`config.mk`:
```
export PLATFORM = sky130hd
export DESIGN_NAME = uart_rx_buffer
export DESIGN_NICKNAME = d
export VERILOG_FILES = /design/src/rtl/uart_rx_buffer.sv
export SDC_FILE = /design/constraint.sdc
export NUM_CORES = 1
export LEC_CHECK = 0
export CAP_MARGIN = 15
export CORE_AREA = 5 5 152 154
export CTS_CLUSTER_DIAMETER = 120
export DETAILED_ROUTE_END_ITERATION = 10
export DIE_AREA = 0 0 157 159
export SYNTH_ARGS = -nofsm -noshare
export SYNTH_HDL_FRONTEND = slang
export SYNTH_SLANG_ARGS = --single-unit
```
`constraint.sdc`:
```
create_clock -name i_clock -period 5.6 [get_ports i_clock]
set_clock_uncertainty 0.15 [all_clocks]
set_input_delay 1.4 -clock i_clock [delete_from_list [all_inputs] [get_ports i_clock]]
set_output_delay 1.4 -clock i_clock [all_outputs]
set_load 0.05 [all_outputs]
```
`src/rtl/uart_rx_buffer.sv`:
```
// ---------------------------------------------------------------------------
// uart_rx_buffer
//   Receive-side buffer behind the UART core. Every UART interrupt delivers
//   one byte and its error flags. The block acknowledges each one and queues
//   it in a show-ahead FIFO that the host drains through a valid/enable port.
//   Bytes that arrive while the FIFO is full are discarded. Those losses are
//   recorded in a sticky overflow flag and a saturating drop counter.
//
// Ports
//   i_clock            system clock, rising edge
//   i_reset            synchronous active-high reset
//   i_uart_data        received byte, valid while i_uart_interrupt=1
//   i_uart_errors      error flags for that byte
//   i_uart_interrupt   level request, held until acknowledged
//   o_uart_acknowledge acknowledge back to the UART
//   i_read_enable      host pop request (ignored while empty)
//   o_read_data        head-of-FIFO byte (0 when empty)
//   o_read_errors      head-of-FIFO error flags (0 when empty)
//   o_read_valid       FIFO non-empty
//   o_count            current occupancy, 0..2**DEPTH_LOG2
//   o_overflow         sticky: at least one byte dropped
//   i_clear_overflow   clears o_overflow and o_drop_count
//   o_drop_count       number of dropped bytes, saturating at 255
// ---------------------------------------------------------------------------
module uart_rx_buffer #(
  parameter int DATA_WIDTH  = 8,
  parameter int ERROR_WIDTH = 3,
  parameter int DEPTH_LOG2  = 4
) (
  input  logic                    i_clock,
  input  logic                    i_reset,
  input  logic [DATA_WIDTH-1:0]   i_uart_data,
  input  logic [ERROR_WIDTH-1:0]  i_uart_errors,
  input  logic                    i_uart_interrupt,
  output logic                    o_uart_acknowledge,
  input  logic                    i_read_enable,
  output logic [DATA_WIDTH-1:0]   o_read_data,
  output logic [ERROR_WIDTH-1:0]  o_read_errors,
  output logic                    o_read_valid,
  output logic [DEPTH_LOG2:0]     o_count,
  output logic                    o_overflow,
  input  logic                    i_clear_overflow,
  output logic [7:0]              o_drop_count
);

  localparam int DEPTH   = 1 << DEPTH_LOG2;
  localparam int ENTRY_W = DATA_WIDTH + ERROR_WIDTH;
  localparam logic [DEPTH_LOG2:0]   CNT_FULL = (DEPTH_LOG2+1)'(DEPTH);
  localparam logic [DEPTH_LOG2:0]   CNT_ONE  = (DEPTH_LOG2+1)'(1);
  localparam logic [DEPTH_LOG2-1:0] PTR_ONE  = (DEPTH_LOG2)'(1);

  typedef enum logic {
    S_IDLE         = 1'b0,
    S_WAIT_RELEASE = 1'b1
  } state_t;

  state_t                r_state;
  state_t                w_state_next;

  logic [ENTRY_W-1:0]    r_mem [DEPTH];
  logic [DEPTH_LOG2-1:0] r_wr_ptr;
  logic [DEPTH_LOG2-1:0] r_rd_ptr;
  logic [DEPTH_LOG2:0]   r_count;
  logic                  r_overflow;
  logic [7:0]            r_drop_count;

  logic                  w_capture;
  logic                  w_pop;
  logic                  w_full;
  logic                  w_write;
  logic                  w_drop;
  logic [ENTRY_W-1:0]    w_head;

  function automatic logic [7:0] sat_inc8(input logic [7:0] v);
    return (v == 8'hFF) ? v : v + 8'd1;
  endfunction

  // State register
  always_ff @(posedge i_clock) begin
    if (i_reset) r_state <= S_IDLE;
    else         r_state <= w_state_next;
  end

  // Next-state logic: one capture per interrupt pulse, then wait for release
  always_comb begin
    w_state_next = r_state;
    case (r_state)
      S_IDLE:         if (i_uart_interrupt)  w_state_next = S_WAIT_RELEASE;
      S_WAIT_RELEASE: if (!i_uart_interrupt) w_state_next = S_IDLE;
      default:        w_state_next = S_IDLE;
    endcase
  end

  // Output decode. The acknowledge comes straight from the state flop, so it
  // rises at the capture edge and falls at the first edge that sees release.
  always_comb begin
    o_uart_acknowledge = (r_state == S_WAIT_RELEASE);
    w_capture          = (r_state == S_IDLE) && i_uart_interrupt;
  end

  // A pop in the capture cycle frees a slot, so a full FIFO still accepts.
  assign w_pop   = i_read_enable && (r_count != '0);
  assign w_full  = (r_count == CNT_FULL);
  assign w_write = w_capture && (!w_full || w_pop);
  assign w_drop  = w_capture && w_full && !w_pop;

  // FIFO control
  always_ff @(posedge i_clock) begin
    if (i_reset) begin
      r_wr_ptr <= '0;
      r_rd_ptr <= '0;
      r_count  <= '0;
    end else begin
      if (w_write) r_wr_ptr <= r_wr_ptr + PTR_ONE;
      if (w_pop)   r_rd_ptr <= r_rd_ptr + PTR_ONE;
      case ({w_write, w_pop})
        2'b10:   r_count <= r_count + CNT_ONE;
        2'b01:   r_count <= r_count - CNT_ONE;
        default: r_count <= r_count;
      endcase
    end
  end

  // FIFO storage carries data only, so it has no reset
  always_ff @(posedge i_clock) begin
    if (w_write) r_mem[r_wr_ptr] <= {i_uart_errors, i_uart_data};
  end

  // Overflow tracking: a drop in the same cycle as a clear leaves one count
  always_ff @(posedge i_clock) begin
    if (i_reset) begin
      r_overflow   <= 1'b0;
      r_drop_count <= '0;
    end else if (w_drop) begin
      r_overflow   <= 1'b1;
      r_drop_count <= i_clear_overflow ? 8'd1 : sat_inc8(r_drop_count);
    end else if (i_clear_overflow) begin
      r_overflow   <= 1'b0;
      r_drop_count <= '0;
    end
  end

  assign w_head        = r_mem[r_rd_ptr];
  assign o_read_valid  = (r_count != '0);
  assign o_read_data   = o_read_valid ? w_head[DATA_WIDTH-1:0] : '0;
  assign o_read_errors = o_read_valid ? w_head[ENTRY_W-1:DATA_WIDTH] : '0;
  assign o_count       = r_count;
  assign o_overflow    = r_overflow;
  assign o_drop_count  = r_drop_count;

endmodule

```
==> results.yml <==
layout:
  nNetsFinal: 549
  fin_cells: 819
  final_common_cell: "edfxtp_1"
  diodes: 0
  fillerInstances: 1848
  finalInstanceArea_sq_mm: 0.00987
  post-route-util_pct: 45.8
  syn2layout_area_growth_pct: 19.5
  drive_gt1_share_pct: 22.3
  final_cell_mix: "176 x edfxtp_1, 44 x mux4_2, 42 x clkdlybuf4s50_1, 24 x a211oi_1, 24 x dfxtp_1"
setup_path:
  critPathArrivalTime_ns: 3.23
  crit_buf_inv: 3
  path_delay_family: "buffers and inverters"
  cp_slowest_cell: "clkdlybuf4s50_1"
  crit_type: "reg -> out"
  rr_startpoint: "o_count[0]$_SDFFE_PP0P_"
  r2r_cells: 10
  r2r_setup_slack_ns: 2.24
  cpPeakStageDelay_ns: 0.72
  path_max_fanout: 18
  rr_endpoint: "o_count[4]$_SDFFE_PP0P_"
  cp.required_ns: 4.05
  cp-end-kind: "primary output"
  worstPathCellList: "buf_4, buf_4, mux4_2, a211oi_1, a211oi_1, clkdlybuf4s50_1"
  cp-start-kind: "flop"
synthesis:
  synth_edf_count: 176
  ys_seq_area_share_pct: 70.5
  syn_nets: 489
  synth_cells: 463
  yosys_warnings: 0
  synth.avg_cell_area_sq_um: 17.8
  ys_types: 52
  ys_ff_latch: 203
  synthArstFlopShare_pct: 0
  syn_area_sq_mm: 0.00826
  synthFlopType: "edfxtp_1"
placement:
  place_area_sq_mm: 0.00908
  port_buffers: 42
  gp_congestion: 0.791
  hpwl_um: 11100
  place_inst: 779
global_route:
  grt_pass1_wl_um: 26900
  grt_start_max_net_pins: 25
  antenna_found_initial: 0
  overflow: 0
  grt_pass1_vias: 4636
  grt_usage_pct: 14.1
timing:
  max_freq_mhz: 209
  fin_crit_sh_pct: 85.4
  finalCriticalPeriod_ns: 4.78
  finalHoldViolations: 0
  slew_headroom_pct: 35.0
  hold_slack_ns: 0.327
  fin_tns_setup_ns: 0
  tightest_slew_ns: 0.974
  finalSetupViolCount: 0
  rsz0062_at_grt: "no"
  finalMaxSlewViolations: 0
floorplanning:
  design.die.area_sq_mm: 0.0250
  row_count: 54
  ios: 43
  die_y_um: 159
  core_area_sq_mm: 0.0216
  start_util_pct: 38.3
  die_w_um: 157
hold_path:
  hp-class: "reg -> reg"
  holdPathEnd: "o_overflow$_SDFFE_PP0P_"
  holdPathStages: 2
  min_from: "o_overflow$_SDFFE_PP0P_"
routing:
  drt-total-wl_um: 17500
  drc: 0
  vias: 4398
  final_antenna_net_count: 0
  wire_per_inst_um: 21.3
  drtIter0Drc: 333
  viasPerCell: 5.37
  drtPass1Iterations: 4
pwr:
  p_per_area_mw_per_mm2: 439
  p_leak_nw: 3.14
  peakVddDrop_uv: 221
clock_tree:
  h-tree-depth: 1
  clock-root-buffer: "clkbuf_16"
  post_cts_buffers: 0
  insertion_delay_ns: 0.49
  ctsHoldBuffers: 0
  clk_path_buf_depth: 3
  cts.clk_slew.worst_paths_ns: 0.06
  cts_buffers: 22
  cts.sinks: 203
  cts_resized: 0
  cts_tree: "done"
job:
  drv_cap: 0
outcome:
  status: "finished, final reports clean"
-- worst register-to-register path, cell delays in order (launching register included) --
cell	delay, ns
dfxtp_1	0.41
or4_4	0.64
o21ai_2	0.27
inv_1	0.11
ha_1	0.32
xor2_1	0.18
ha_1	0.18
a21oi_1	0.07
a221oi_1	0.40
or4b_1	0.48
nand3_1	0.09
-- power breakdown --
part	total [mW]	switching, mW	internal [mW]
Combinational	1.03	0.615	0.418
Clock	1.53	0.568	0.962
Sequential	1.77	0.0757	1.69
Total	4.33	1.26	3.07
-- layer usage --
metal	global-route usage, %	vias up	wire length (um)
met5	0	-	0
met4	3.94	0	455
met3	2.28	30	840
met2	22.8	119	8470
met1	19.9	2264	7710
li1	-	1985	-
-- state kept, by name, summed over array words and instances, names as in the netlist, named ones only --
name	flops
o_count	5
o_drop_count	8
o_overflow	1
o_uart_acknowledge	1
r_mem	176
r_rd_ptr	4
r_wr_ptr	4
-- worst max-delay path by stage --
stage,cells after the start,to
4_1_cts,6,o_read_errors[1]
3_3_place_gp,11,o_count[4]$_SDFFE_PP0P_
3_5_place_dp,11,o_count[4]$_SDFFE_PP0P_
6_report,6,o_read_errors[0]
5_1_grt,6,o_read_errors[1]
2_1_floorplan,5,o_read_data[0]
-- stage by stage --
step           total power [mW]  worst slack, ns
6_report                   4.33            0.819
2_1_floorplan              2.52             1.58
3_5_place_dp               2.85             1.03
3_3_place_gp               2.83             1.20
4_1_cts                    4.39            0.742
5_1_grt                    4.51            0.645
-- cell families (layout without fill, tap and decap cells) --
| logic type | Yosys count | after routing | share of synthesized area [%] |
|---|---|---|---|
| compound gates | 52 | 52 | 4.57 |
| flops | 203 | 203 | 70.5 |
| buf+inv | 36 | 112 | 2.11 |
| simple gates | 96 | 96 | 6.74 |
| mux | 58 | 58 | 13.7 |
| xor+xnor | 8 | 8 | 0.848 |
| fa+ha+maj | 10 | 10 | 1.51 |
-- cell usage after synthesis, types with 5 or more instances --
cell type / number / area, sq um
a21oi_1: 8 / 40.0
nor3_1: 9 / 45.0
edfxtp_1: 176 / 5290
nand3_1: 8 / 40.0
clkbuf_1: 11 / 41.3
nand2_1: 8 / 30.0
and3_1: 6 / 37.5
buf_4: 5 / 37.5
dfxtp_1: 27 / 541
inv_1: 9 / 33.8
nand2b_1: 6 / 37.5
buf_2: 9 / 45.0
ha_1: 10 / 125
a211oi_1: 24 / 180
mux2i_1: 14 / 140
nor2_1: 26 / 97.6
nor2b_1: 14 / 87.6
mux4_2: 44 / 991
xor2_1: 5 / 43.8
-- layout make-up --
type	count	area [sq um]	share of cell area [%]
sequential	203	5830	59.1
multi-input combinational	224	2290	23.2
clock buffer	28	614	6.22
timing repair buffer	63	578	5.86
tap	280	350	3.55
clock inverter	12	170	1.72
inverter	9	33.8	0.342
Power figures use the tool's default switching activity.
